## config.mk

```make
export PLATFORM = sky130hd
export DESIGN_NAME = seven_seg_scanner
export DESIGN_NICKNAME = d
export VERILOG_FILES = /design/src/rtl/seven_seg_scanner.sv
export SDC_FILE = /design/constraint.sdc
export NUM_CORES = 1
export LEC_CHECK = 0
export ABC_AREA = 1
export CAP_MARGIN = 15
export CORE_MARGIN = 2
export CORE_UTILIZATION = 49
export CTS_BUF_LIST = sky130_fd_sc_hd__clkbuf_4 sky130_fd_sc_hd__clkbuf_8
export CTS_CLUSTER_DIAMETER = 30
export CTS_CLUSTER_SIZE = 14
export DETAILED_ROUTE_END_ITERATION = 7
export PLACE_DENSITY_LB_ADDON = 0.25
export REMOVE_ABC_BUFFERS = 1
export SYNTH_ARGS = -nofsm -noshare
export SYNTH_HDL_FRONTEND = slang
export SYNTH_SLANG_ARGS = --single-unit
```

## constraint.sdc

```tcl
create_clock -name clock -period 3.01 [get_ports clock]
set_input_delay 0.301 -clock clock [delete_from_list [all_inputs] [get_ports clock]]
set_output_delay 0.301 -clock clock [all_outputs]
set_load 0.005 [all_outputs]
```

## src/rtl/seven_seg_scanner.sv

```systemverilog
// Time-multiplexed seven-segment scan controller: double-buffered BCD digits,
// one-hot digit enables, programmable dwell and inter-digit blanking.
module seven_seg_scanner #(
    parameter int NUM_DIGITS   = 4,
    parameter int REFRESH_DIV  = 1000,
    parameter int BLANK_CYCLES = 2
) (
    input  logic                    clock,
    input  logic                    reset,
    input  logic                    enable,
    input  logic                    load,
    input  logic [4*NUM_DIGITS-1:0] digits_in,
    output logic [6:0]              seg,
    output logic [NUM_DIGITS-1:0]   an,
    output logic [2:0]              digit_index,
    output logic                    frame_done
);

    localparam int CNT_MAX = (REFRESH_DIV > BLANK_CYCLES) ? REFRESH_DIV : BLANK_CYCLES;
    localparam int CNT_W   = (CNT_MAX > 1) ? $clog2(CNT_MAX) : 1;
    localparam logic [CNT_W-1:0] SHOW_LAST  = CNT_W'(REFRESH_DIV - 1);
    localparam logic [CNT_W-1:0] BLANK_LAST = CNT_W'((BLANK_CYCLES > 0) ? BLANK_CYCLES - 1 : 0);
    localparam logic [2:0]       LAST_IDX   = 3'(NUM_DIGITS - 1);

    typedef enum logic [1:0] {
        IDLE  = 2'd0,
        BLANK = 2'd1,
        SHOW  = 2'd2
    } state_t;

    // With no blank gap every digit boundary goes straight to the lit phase.
    localparam state_t FIRST_PHASE = (BLANK_CYCLES == 0) ? SHOW : BLANK;

    state_t                  state, state_nxt;
    logic [2:0]              idx, idx_nxt;
    logic [CNT_W-1:0]        cnt, cnt_nxt;
    logic [4*NUM_DIGITS-1:0] pending, pending_nxt;
    logic [4*NUM_DIGITS-1:0] active, active_nxt;
    logic [4*NUM_DIGITS-1:0] frame_src;
    logic [6:0]              seg_nxt;
    logic [NUM_DIGITS-1:0]   an_nxt;
    logic                    done_nxt;

    function automatic logic [6:0] bcd_to_seg(input logic [3:0] code);
        case (code)
            4'd0:    return 7'h7E;
            4'd1:    return 7'h30;
            4'd2:    return 7'h6D;
            4'd3:    return 7'h79;
            4'd4:    return 7'h33;
            4'd5:    return 7'h5B;
            4'd6:    return 7'h5F;
            4'd7:    return 7'h70;
            4'd8:    return 7'h7F;
            4'd9:    return 7'h7B;
            default: return 7'h00;
        endcase
    endfunction

    always_comb begin
        state_nxt   = state;
        idx_nxt     = idx;
        cnt_nxt     = cnt;
        active_nxt  = active;
        done_nxt    = 1'b0;
        pending_nxt = load ? digits_in : pending;
        // A load landing on a frame boundary bypasses the pending register.
        frame_src   = load ? digits_in : pending;

        if (!enable) begin
            state_nxt = IDLE;
            idx_nxt   = 3'd0;
            cnt_nxt   = '0;
        end else begin
            case (state)
                IDLE: begin
                    active_nxt = frame_src;
                    state_nxt  = FIRST_PHASE;
                    idx_nxt    = 3'd0;
                    cnt_nxt    = '0;
                end
                BLANK: begin
                    if (cnt == BLANK_LAST) begin
                        state_nxt = SHOW;
                        cnt_nxt   = '0;
                    end else begin
                        cnt_nxt = cnt + CNT_W'(1);
                    end
                end
                SHOW: begin
                    if (cnt == SHOW_LAST) begin
                        state_nxt = FIRST_PHASE;
                        cnt_nxt   = '0;
                        if (idx == LAST_IDX) begin
                            idx_nxt    = 3'd0;
                            done_nxt   = 1'b1;
                            active_nxt = frame_src;
                        end else begin
                            idx_nxt = idx + 3'd1;
                        end
                    end else begin
                        cnt_nxt = cnt + CNT_W'(1);
                    end
                end
                default: begin
                    state_nxt = IDLE;
                    idx_nxt   = 3'd0;
                    cnt_nxt   = '0;
                end
            endcase
        end

        // Outputs are decoded from the next state so the pins are registered.
        seg_nxt = 7'h00;
        an_nxt  = '0;
        if (state_nxt == SHOW) begin
            an_nxt = NUM_DIGITS'(1) << idx_nxt;
            for (int k = 0; k < NUM_DIGITS; k++) begin
                if (idx_nxt == 3'(k)) begin
                    seg_nxt = bcd_to_seg(active_nxt[4*k +: 4]);
                end
            end
        end
    end

    // Register stage: scan state, digit buffers and output pins.
    always_ff @(posedge clock or posedge reset) begin
        if (reset) begin
            state      <= IDLE;
            idx        <= 3'd0;
            cnt        <= '0;
            pending    <= '0;
            active     <= '0;
            seg        <= 7'h00;
            an         <= '0;
            frame_done <= 1'b0;
        end else begin
            state      <= state_nxt;
            idx        <= idx_nxt;
            cnt        <= cnt_nxt;
            pending    <= pending_nxt;
            active     <= active_nxt;
            seg        <= seg_nxt;
            an         <= an_nxt;
            frame_done <= done_nxt;
        end
    end

    assign digit_index = idx;

endmodule

```

Yosys cells after proc, flatten, opt, wreduce, memory -nomap -nowiden
Memories as Yosys holds them, arrays and structs flattened.
Index checks and enable logic that the tools add are counted.
{ "totals": {"regBits": 59, "rom_bits": 448, "input_bits": 20, "out_inout_bits": 15, "word_cells": 53, "memories": 4} }
{ "memory_table": {"columns": ["memory", "depth", "width", "read_ports", "rd_clocked_by_memory_dff", "write_ports", "line_no", "source"], "rows": [
  ["(name not given)", 16, 7, 1, 0, 0, "45", "case (code)"],
  ["(name not given)", 16, 7, 1, 0, 0, "45", null],
  ["(name not given)", 16, 7, 1, 0, 0, "45", null],
  ["(name not given)", 16, 7, 1, 0, 0, "45", null]
]} }
{ "op_classes": {"add_sub_neg": 2, "eq_ne": 9, "shifts": 1, "n_mux": 27, "n_reduce_logical": 2} }
{ "op_table": {"columns": ["operator", "count"], "rows": [
  ["$mux 16", 4],
  ["$mux 7", 5],
  ["$pmux 16 s2", 1],
  ["$mux 10", 3],
  ["$pmux 10 s2", 1],
  ["$add 10x1->10 const B", 1],
  ["$eq 10x1->1 const B", 1],
  ["$eq 10x10->1 const B", 1],
  ["$eq 3x2->1 const B", 3],
  ["$mux 3", 3],
  ["$mux 2", 3],
  ["$pmux 2 s3", 1],
  ["$pmux 3 s2", 1],
  ["$eq 2x2->1 const B", 2],
  ["$mux 1", 4],
  ["$mux 4", 1],
  ["$shl 1x3->4 const A", 1],
  ["$add 3x1->3 const B", 1],
  ["$eq 3x1->1 const B", 1],
  ["$logic_not 3->1", 1],
  ["$eq 2x1->1 const B", 1],
  ["$logic_not 2->1", 1]
]} }

Longest topological paths before layout
{ "logic_depth": {"depth_word": 11, "ltp_mapped": 20, "ltp_nobuf": 19} }

Worst setup path after synthesis
OpenSTA, ideal clock, no wires.
{ "synth_path": {"path_type": "register to register", "from": "reg cnt[0]", "to": "reg seg[3]", "setup_time_ns": 0.071, "t_arrival_ns": 2.410, "required_ns": 2.939, "path_slack_ns": 0.529, "path_stages_with_launch": 17, "n_path_buf": 1, "period_less_slack_ns": 2.481, "cell_sequence": "dfrtp_1 ha_1 nand2_2 nor2_4 nand4_1 nand2_2 buf_8 o211ai_1 o21ai_0 inv_1 ha_1 or2_1 nand3_1 nand2_1 nand2_1 inv_1 nor2_1"} }
{ "synth_between": {"elab_cells_between_ends": 26, "classes_between": "6 x eq/ne; 15 x mux; 1 x reduce/logical; 4 x memory"} }
{ "synth_lines": {"columns": ["item", "line_no", "source"], "rows": [
  ["from (decl)", "36", "logic [CNT_W-1:0] cnt, cnt_nxt;"],
  ["from (signal assigned)", "140", "cnt <= cnt_nxt;"],
  ["$eq 10x10->1", "91", "if (cnt == SHOW_LAST) begin"],
  ["$mux 16", "91", null],
  ["$pmux 16 s2", "75", "case (state)"],
  ["$mux 16", "70", "if (!enable) begin"],
  ["via active_nxt[12]", "38", "logic [4*NUM_DIGITS-1:0] active, active_nxt;"],
  ["$mem_v2 16x7", null, null],
  ["$mux 7", "119", "if (idx_nxt == 3'(k)) begin"],
  ["$mux 7", "116", "if (state_nxt == SHOW) begin"],
  ["via seg_nxt[3]", "40", "logic [6:0] seg_nxt;"],
  ["to (signal assigned)", "143", "seg <= seg_nxt;"],
  ["to (decl)", "13", "output logic [6:0] seg,"]
]} }
The timed path passes the listed nets, and every way through them passes these cells.

Final worst setup path
{ "layout_path": {"from": "reg cnt[0]", "to": "reg seg[2]"} }
{ "layout_between": {"elab_chain_cells": 10, "elab_cells_between_ends": 26, "classes_between": "6 x eq/ne; 15 x mux; 1 x reduce/logical; 4 x memory"} }
{ "layout_lines": {"columns": ["item", "line_no"], "rows": [
  ["$eq 10x10->1", "91"],
  ["$mux 16", "91"],
  ["$pmux 16 s2", "75"],
  ["$mux 16", "70"],
  ["via active_nxt[1]", "38"],
  ["$mem_v2 16x7", null],
  ["$mux 7 (4 in series)", "119"],
  ["$mux 7", "116"],
  ["via seg_nxt[2]", "40"]
]} }
The timed path passes the listed nets, and every way through them passes these cells.

==> impl_metrics.json <==
{
  "cts_buffers": 9,
  "final_nets": 572,
  "postSynthRegisterBits": 59,
  "grt.total_usage_pct": 21.31,
  "maxSlewHeadroom_pct": 75.96,
  "switching_share_pct": 34.17,
  "cap_violations": 0,
  "grt_pass1_vias": 2981,
  "vias_per_cell": 4.806,
  "worst-path-max-fanout": 10,
  "gp_congestion": 0.9056,
  "internal-power_mw": 1.750,
  "antenna_violations_before_repair": 0,
  "fp-row-count": 31,
  "finalClockSkew_ps": 5.901,
  "totalNegativeSetupSlack_ps": 0,
  "drv_slew": 0,
  "cts-hold-fix-buffers": 0,
  "vias_after_detailed_routing": 3028,
  "postSynthAreaPerCell_um2": 7.727,
  "tritoncts": "done",
  "clock_tree.root_cell": "clkbuf_8",
  "timing.fmax_mhz": 366.7,
  "post_route_cells_drive_above_1_share_pct": 15.82,
  "postCtsSetupRepairBufs": 0,
  "cts.clk_slew.worst_paths_ps": 70,
  "insertedDiodeCount": 0,
  "area.growth.synth_to_final_pct": 19.61,
  "power.density_cell_area_mw_per_mm2": 600.4,
  "grt-ovfl-total": 0,
  "postRouteWirelength_um": 8076,
  "crit_arrival_ps": 2950,
  "clock_insertion_delay_worst_skew_ps": 320,
  "io_pins": 35,
  "criticalPathCategory": "flop to flop",
  "detailedRoute.firstPassIterationCount": 4,
  "die_w_um": 90.91,
  "initial_utilization_pct": 50.75,
  "timing.final.crit_period_ps": 2727,
  "worst-endpoint-required_ps": 3230,
  "worst-slew-pin-transition_ps": 360.7,
  "final-hold-violation-count": 0,
  "fraction_of_the_yosys_area_taken_by_sequential_cells_pct": 39.89,
  "status": "finished clean",
  "clock_sinks": 59,
  "final_min_period_over_clock_period_pct": 90.61,
  "route.detailed.drc": 0,
  "setup_repair_after_global_routing_missed_its_margin": "no",
  "drt_iter0_drc": 120,
  "die_area_mm2": 0.008265,
  "wire_per_inst_um": 12.82,
  "power.share.combinational_pct": 32.0,
  "setup_viol": 0,
  "yosys_warnings": 0,
  "clockBufferDepth": 2,
  "h_tree_levels": 3,
  "netlist.top_cell.by_area": "dfrtp_1",
  "sequentialPowerShare_pct": 34.5,
  "core_region_area_mm2": 0.007292,
  "count_of_unique_library_cells_instantiated_by_yosys": 34,
  "post-route-util_pct": 60.71,
  "worst_hold_path_type": "primary input to asynchronous set/reset pin",
  "post-synth-top-area-fraction_pct": 39.89,
  "synth_area_mm2": 0.003701,
  "power.ir.vdd_worst_uv": 271.1,
  "crit_path_start_kind": "flop",
  "detailed_place_hpwl_um": 6134,
  "cts-resized-gates": 0,
  "pwr-share-clk_pct": 33.5,
  "port-buffer-count": 34,
  "cellLeakagePower_nw": 2.279,
  "grt_start_max_net_pins": 29,
  "ant_nets": 0,
  "postSynthCellCount": 479,
  "endpoint_kind": "flop",
  "die-height_um": 90.91,
  "net-switching-power_uw": 908.1,
  "grt_first_pass_wirelength_um": 14070,
  "ys_top_cells_by_area": "dfrtp_1 40%, nand2_1 14%, ha_1 8.8%"
}
kinds of logic after synthesis:
kind of cell | count (synthesis) | share of synthesized area (%)
flip-flops | 59 | 39.89
adder cells (fa/ha/maj) | 26 | 8.790
AO/OA/AOI/OAI | 44 | 8.384
AND/OR/NAND/NOR | 270 | 33.54
buffers and inverters | 76 | 8.452
XOR/XNOR | 4 | 0.9468
final cells by class:
class | count | area (um^2)
clock buffer | 11 | 145.1
clock inverter | 5 | 100.1
fill | 664 | 2865
inverter | 69 | 259.0
multi-input combinational | 344 | 1914
sequential | 59 | 1476
tap | 99 | 123.9
timing repair buffer | 43 | 407.9
per-stage QoR:
| step | cell area (um^2) | setup slack [ps] | hold slack (ps) | power [mW] | cells |
|---|---|---|---|---|---|
| final | 4427 | 282.7 | 255.0 | 2.658 | 630 |
| after global routing | 4427 | 0.4377 | 268.6 | 2.851 | 630 |
| after CTS | 4424 | 249.0 | 249.2 | 2.675 | 630 |
| after detailed placement | 4179 | 277.1 | 457.3 | 1.768 | 614 |
| after global placement | 4179 | 359.4 | 458.6 | 1.749 | 614 |
| after floorplan | 3647 | 356.9 | 433.0 | 1.549 | 472 |
layer usage:
layer | track usage (%) | part of all wire, % | vias to the layer above
met5 | 0 | 0 | -
met4 | 4.545 | 0.78 | 0
met3 | 5.509 | 5.3 | 5
met2 | 33.77 | 45 | 68
met1 | 29.66 | 49 | 1376
li1 | - | - | 1579
placed cells by master, fill, tap and decap left out, types with 2 or more instances in the layout:
master           instances
a21oi_1                  9
a21oi_2                  2
a21oi_4                  2
buf_4                    9
bufinv_16                3
clkbuf_8                10
clkdlybuf4s50_1         34
clkinv_2                 2
dfrtp_1                 59
ha_1                    25
inv_1                   58
inv_2                   11
nand2_1                140
nand2_2                 16
nand2_4                  8
nand3_1                 28
nand3_2                  4
nand4_1                  2
nor2_1                  48
nor2_4                   2
nor3_1                   8
o211ai_1                 7
o21ai_0                  9
o21ai_1                  9
o21ai_2                  4
or2_1                    4
or2_2                    6
xnor2_1                  2
xor2_1                   2
power groups by stage:
stage,combinational (mW),clock (mW),sequential (mW)
2_1_floorplan,0.626,0,0.922
3_3_place_gp,0.821,0,0.928
3_5_place_dp,0.835,0,0.933
4_1_cts,0.848,0.909,0.918
5_1_grt,0.974,0.950,0.926
6_report,0.851,0.890,0.918
registers in the layout, summed over array words and instances, names as in the netlist:
| signal | count |
|---|---|
| seg | 7 |
| active | 16 |
| frame_done | 1 |
| an | 4 |
| digit_index | 3 |
| state | 2 |
| pending | 16 |
| cnt | 10 |
final timing paths:
kind | start | end | slack [ps] | cells after the start
max | cnt[0] | seg[2] | 280 | 18
min | reset | active[15] | 260 | 2
max reg2reg | cnt[0] | seg[2] | 280 | 18
min reg2reg | pending[5] | pending[5] | 470 | 2
max in group asynchronous | reset | an[0] | 2090 | 3
min in group clock | pending[5] | pending[5] | 470 | 2
cells in the mapped netlist (all sizes together):
cell type	number
nor2	51
inv	69
nand3b	1
o21ai	23
dfrtp	59
xnor2	2
xor2	2
or2	11
buf	6
ha	26
nor3b	1
nor3	8
nand2	164
a21oi	13
nand3	32
clkbuf	1
o211ai	8
nand4	2
worst max-delay path, stage by stage (launching register included):
cell and delay (ps):
dfrtp_1 440, ha_1 220, nand2_2 100, nor2_4 140
nand4_1 140, nand2_2 220, buf_4 180, nand3_1 60
nand2_1 180, inv_2 110, ha_1 190, nand3_1 140
a21oi_1 100, nand2_1 80, nand2_1 50, nand2_1 90
nand2_1 60, nand2_1 70, nand2_1 50
Note: power is estimated with default switching activity, not from simulation.
